`config.mk`:
```
export PLATFORM = sky130hd
export DESIGN_NAME = dsp_mac_sequencer
export DESIGN_NICKNAME = d
export VERILOG_FILES = /design/src/rtl/dsp_mac_sequencer.sv
export SDC_FILE = /design/constraint.sdc
export NUM_CORES = 1
export LEC_CHECK = 0
export CAP_MARGIN = 30
export CORE_MARGIN = 5
export CORE_UTILIZATION = 34
export DETAILED_ROUTE_END_ITERATION = 6
export GPL_TIMING_DRIVEN = 0
export MAX_ROUTING_LAYER = met4
export PLACE_DENSITY = 0.82
export RECOVER_POWER = 25
export SLEW_MARGIN = 25
export SYNTH_ARGS = -nofsm -noshare
export SYNTH_HDL_FRONTEND = slang
export SYNTH_SLANG_ARGS = --single-unit
```
`constraint.sdc`:
```
create_clock -name clk_i -period 2.3 [get_ports clk_i]
set_input_delay 0.345 -clock clk_i [delete_from_list [all_inputs] [get_ports clk_i]]
set_output_delay 0.345 -clock clk_i [all_outputs]
set_load 0.01 [all_outputs]
```
`src/rtl/dsp_mac_sequencer.sv`:
```
// Control sequencer that drives a DSP48A1 slice through an N_TAPS-long unsigned multiply-accumulate.
// Optional rounding (C-port bias plus right shift of P) is enabled by defining MAC_ROUND_EN.
module dsp_mac_sequencer #(
    parameter int N_TAPS      = 8,
    parameter int DSP_LATENCY = 3,
    parameter int CTRL_DELAY  = 1,
    parameter int RND_SHIFT   = 8
) (
    input  logic        clk_i,
    input  logic        rst_i,
    input  logic        start_i,
    input  logic        in_valid_i,
    output logic        in_ready_o,
    input  logic [17:0] in_a_i,
    input  logic [17:0] in_b_i,
    output logic        out_valid_o,
    input  logic        out_ready_i,
    output logic [47:0] result_o,
    output logic        busy_o,
    output logic [17:0] dsp_a_o,
    output logic [17:0] dsp_b_o,
    output logic [47:0] dsp_c_o,
    output logic [7:0]  dsp_opmode_o,
    output logic        dsp_ce_o,
    input  logic [47:0] dsp_p_i
);

`ifdef MAC_ROUND_EN
    localparam bit ROUND_EN = 1'b1;
`else
    localparam bit ROUND_EN = 1'b0;
`endif

    localparam int CNT_W = $clog2(N_TAPS + 1);
    localparam int DRN_W = (DSP_LATENCY > 1) ? $clog2(DSP_LATENCY + 1) : 1;
    localparam logic [47:0] RND_HALF = 48'd1 << (RND_SHIFT - 1);

    localparam logic [7:0] OP_CLEAR = 8'h01;
    localparam logic [7:0] OP_ACC   = 8'h09;
    localparam logic [7:0] OP_BIAS  = 8'h0D;

    typedef enum logic [1:0] {IDLE, ACCUM, DRAIN, DONE} state_t;

    state_t             state_q, state_d;
    logic [CNT_W-1:0]   cnt_q, cnt_d;
    logic [DRN_W-1:0]   drain_q, drain_d;
    logic               first_seen_q, first_seen_d;
    logic               ce_ext_q;
    logic [47:0]        result_q, result_d;

    logic               fire;
    logic [7:0]         slot_op;
    logic [47:0]        slot_c;

    logic [7:0]         op_pipe_q [CTRL_DELAY];
    logic [47:0]        c_pipe_q  [CTRL_DELAY];

    assign fire = in_valid_i && in_ready_o;

    always_ff @(posedge clk_i) begin
        if (rst_i) begin
            state_q      <= IDLE;
            cnt_q        <= '0;
            drain_q      <= '0;
            first_seen_q <= 1'b0;
            ce_ext_q     <= 1'b0;
            result_q     <= '0;
        end else begin
            state_q      <= state_d;
            cnt_q        <= cnt_d;
            drain_q      <= drain_d;
            first_seen_q <= first_seen_d;
            ce_ext_q     <= (state_q == DRAIN);
            result_q     <= result_d;
        end
    end

    always_comb begin
        state_d      = state_q;
        cnt_d        = cnt_q;
        drain_d      = drain_q;
        first_seen_d = first_seen_q;
        result_d     = result_q;
        case (state_q)
            IDLE: begin
                if (start_i) begin
                    state_d      = ACCUM;
                    cnt_d        = '0;
                    drain_d      = '0;
                    first_seen_d = 1'b0;
                end
            end
            ACCUM: begin
                if (fire) begin
                    cnt_d        = cnt_q + 1'b1;
                    first_seen_d = 1'b1;
                    if (cnt_q == CNT_W'(N_TAPS - 1)) begin
                        state_d = DRAIN;
                    end
                end
            end
            DRAIN: begin
                drain_d = drain_q + 1'b1;
                if (drain_q == DRN_W'(DSP_LATENCY - 1)) begin
                    // P now includes the last accepted slot
                    result_d = ROUND_EN ? (dsp_p_i >> RND_SHIFT) : dsp_p_i;
                    state_d  = DONE;
                end
            end
            DONE: begin
                if (out_ready_i) begin
                    state_d = IDLE;
                end
            end
            default: state_d = IDLE;
        endcase
    end

    always_comb begin
        in_ready_o  = (state_q == ACCUM) && (cnt_q < CNT_W'(N_TAPS));
        busy_o      = (state_q != IDLE);
        out_valid_o = (state_q == DONE);
        result_o    = result_q;
        dsp_ce_o    = (state_q == ACCUM) || (state_q == DRAIN) ||
                      ((state_q == DONE) && ce_ext_q);
        dsp_a_o     = '0;
        dsp_b_o     = '0;
        slot_op     = 8'h00;
        slot_c      = '0;
        case (state_q)
            ACCUM: begin
                if (fire) begin
                    dsp_a_o = in_a_i;
                    dsp_b_o = in_b_i;
                end
                // Slots up to and including the first pair overwrite P instead of adding to it
                if (first_seen_q) begin
                    slot_op = OP_ACC;
                end else if (fire && ROUND_EN) begin
                    slot_op = OP_BIAS;
                    slot_c  = RND_HALF;
                end else begin
                    slot_op = OP_CLEAR;
                end
            end
            DRAIN:   slot_op = OP_ACC;
            default: slot_op = 8'h00;
        endcase
        dsp_opmode_o = op_pipe_q[CTRL_DELAY-1];
        dsp_c_o      = c_pipe_q[CTRL_DELAY-1];
    end

    generate
        for (genvar gi = 0; gi < CTRL_DELAY; gi++) begin : g_ctrl_pipe
            if (gi == 0) begin : g_head
                always_ff @(posedge clk_i) begin
                    if (rst_i) begin
                        op_pipe_q[gi] <= '0;
                        c_pipe_q[gi]  <= '0;
                    end else begin
                        op_pipe_q[gi] <= slot_op;
                        c_pipe_q[gi]  <= slot_c;
                    end
                end
            end else begin : g_tail
                always_ff @(posedge clk_i) begin
                    if (rst_i) begin
                        op_pipe_q[gi] <= '0;
                        c_pipe_q[gi]  <= '0;
                    end else begin
                        op_pipe_q[gi] <= op_pipe_q[gi-1];
                        c_pipe_q[gi]  <= c_pipe_q[gi-1];
                    end
                end
            end
        end
    endgenerate

endmodule

```
==> impl_metrics.json <==
{
  "status": "complete, no violations",
  "p_per_area_nw_per_um2": 581,
  "gr-total-overflow": 0,
  "rsz0062_at_grt": "false",
  "r2r_slack_ps": 350,
  "numCtsBuffers": 9,
  "clock.fmax_mhz": 454,
  "hold_end": "result_o[32]$_SDFFE_PP0P_",
  "drt-pass1-iter-count": 4,
  "grt_pass1_wl_mm": 14.2,
  "start_util_pct": 34.5,
  "hold_buffers": 0,
  "place_hpwl_mm": 7.99,
  "start_kind": "register",
  "synth-simple-area-share_pct": 26.4,
  "worstPathCellList": "inv_2, ha_1, and3b_1, buf_4, clkbuf_4, and2_1, dlygate4sd2_1",
  "cp.arrival_ps": 1860,
  "synth_xor_area_share_pct": 0,
  "chipWidth_um": 103,
  "r2r_end": "result_o[34]$_SDFFE_PP0P_",
  "ys_warn_count": 0,
  "dieHeight_um": 103,
  "area_delta_synth_final_pct": 77.3,
  "antenna_found_initial": 0,
  "globalplace.congestion": 0.794,
  "crit_required_ps": 1960,
  "wirelength_mm": 9.60,
  "cts_tree": "done",
  "ant_nets": 0,
  "post_drt_wl_per_cell_um": 13.1,
  "drv_cap": 0,
  "fin_skew_ps": 6.76,
  "nFillCells": 773,
  "hold_class": "reg -> reg",
  "yosysSeqAreaShare_pct": 40.5,
  "vias": 3072,
  "ys_async_sr_fraction_pct": 0,
  "hp-start": "result_o[32]$_SDFFE_PP0P_",
  "slew_headroom_pct": 64.8,
  "die-area_um2": 10700,
  "synth-edff-count": 0,
  "ys_types": 31,
  "clockBufferDepth": 2,
  "clock_latency_ps": 330,
  "path_class": "reg -> out",
  "critPathMaxStageDelay_ps": 350,
  "ys_ff_latch": 60,
  "final_cells": 734,
  "syn-cell-area_um2": 2970,
  "htree_num_levels": 3,
  "synth_ff_type": "dfxtp_1",
  "syn_avg_cell_area_um2": 7.83,
  "grt_max_degree": 11,
  "rows": 34,
  "p_leak_nw": 2.48,
  "final_cell_mix": "clkdlybuf4s50_1, nand2_1, dfxtp_1",
  "cts_setup_buffers": 0,
  "drt_iter0_drc": 105,
  "endpoint_kind": "primary output",
  "via_per_inst": 4.19,
  "clock_sinks": 60,
  "nets": 717,
  "syn_inst": 379,
  "synthAdderAreaFrac_pct": 2.95,
  "cp_max_fo": 10,
  "synth_mux_area_share_pct": 0.337,
  "clockRootBuffer": "clkbuf_8",
  "drive_above_1_share_pct": 13.7,
  "io_pins": 233,
  "layout_commonest_cell": "clkdlybuf4s50_1",
  "path_clk_slew_ps": 70,
  "r2r_start": "state_q[0]$_SDFFE_PP0P_",
  "synth_top_family_by_area": "simple AND/OR/NAND/NOR gates",
  "hold_violations": 0,
  "r2r_cells": 8,
  "drc_errors": 0,
  "fin_crit_sh_pct": 95.8,
  "grt_pass1_vias": 2894,
  "port_buffers": 178,
  "dp_cells": 718,
  "n_antenna_cell": 0,
  "setup_viol": 0,
  "tightest_slew_ps": 527,
  "hold_depth": 2,
  "finalPower_mw": 3.06,
  "slew_viol_final": 0,
  "peakVddDrop_uv": 391,
  "grt_util_all_layers_pct": 17.8,
  "crit_slowest_cell": "dfxtp_2",
  "synth_compound_area_share_pct": 12.3,
  "fin_crit_ps": 2200,
  "core_um2": 8590
}
## layer usage
| layer | vias to the layer above | global-route usage, % | part of all wire [%] |
|---|---|---|---|
| li1 | 1582 | - | - |
| met1 | 1372 | 19.5 | 39 |
| met2 | 107 | 31.7 | 54 |
| met3 | 11 | 4.29 | 5.8 |
| met4 | 0 | 5.28 | 1.2 |
| met5 | - | - | 0 |
## critical path: cells and delay by family, from the launching register on
family,cells,cell delay (ps)
fa+ha+maj,1,190
buf+inv,4,670
flops,1,350
simple gates,2,330
## where the power goes
part,switching [mW],internal [mW]
logic,0.499,0.574
registers,0.0287,1.08
clock network,0.401,0.473
total,0.929,2.13
## synth_stat cells, types with 2 or more instances
cell      count  share of area, %
nor2_1        7              0.89
a21o_1        2              0.51
clkbuf_1     12               1.5
a21oi_1      54               9.1
and2_1       38               8.0
dfxtp_1      60                40
o21ai_0       2              0.34
buf_4        55                14
nand3_1       2              0.34
ha_1          7               3.0
buf_1         2              0.25
inv_1         4              0.51
nor2b_1       8               1.7
nand2_1     103                13
buf_2         7               1.2
## per-stage QoR
stage               TNS (ps)  setup WS, ps  util (%)  area, um^2  hold slack (ps)
floorplan                  0           669         -        3170              435
global placement       -9240          -325      59.2        5080              441
detailed placement    -10310          -379      59.2        5080              447
CTS                        0          36.7      61.1        5250              455
global route               0          8.14      61.2        5260              479
finish                     0          96.8      61.2        5260              449
## what timing repair did
item | CTS | global route
hold endpoints to repair | 0 | 0
resized for setup | 41 | 7
endpoints found under the setup margin | 37 | 7
## state kept, by name (all words and copies together), names as in the netlist
name,flops
ce_ext_q,1
result_o,48
op_pipe_q,2
state_q,2
drain_q,2
cnt_q,4
first_seen_q,1
## cells by family after synthesis
group | after synthesis
AO/OA/AOI/OAI | 64
adder cells (fa/ha/maj) | 7
buffers and inverters | 80
flip-flops | 60
multiplexers | 1
other | 1
AND/OR/NAND/NOR | 166
## area by class of cell
class | instances | area, um^2 | share of cell area (%)
clock buffer | 12 | 165 | 3.14
tap | 108 | 135 | 2.57
clock inverter | 4 | 22.5 | 0.428
sequential | 60 | 1200 | 22.8
inverter | 4 | 15.0 | 0.285
timing repair buffer | 178 | 1760 | 33.4
buffer | 76 | 514 | 9.77
multi-input combinational | 292 | 1450 | 27.6
## how the worst max path moves through the flow
stage	startpoint	endpoint	slack [ps]
after floorplan	state_q[0]$_SDFFE_PP0P_	state_q[0]$_SDFFE_PP0P_	670
after global routing	state_q[1]$_SDFFE_PP0P_	dsp_a_o[0]	8
after global placement	in_valid_i	dsp_b_o[15]	-320
after CTS	state_q[1]$_SDFFE_PP0P_	dsp_a_o[5]	40
after detailed placement	in_valid_i	dsp_a_o[0]	-380
final	state_q[1]$_SDFFE_PP0P_	dsp_b_o[8]	100
Power figures use the tool's default switching activity.
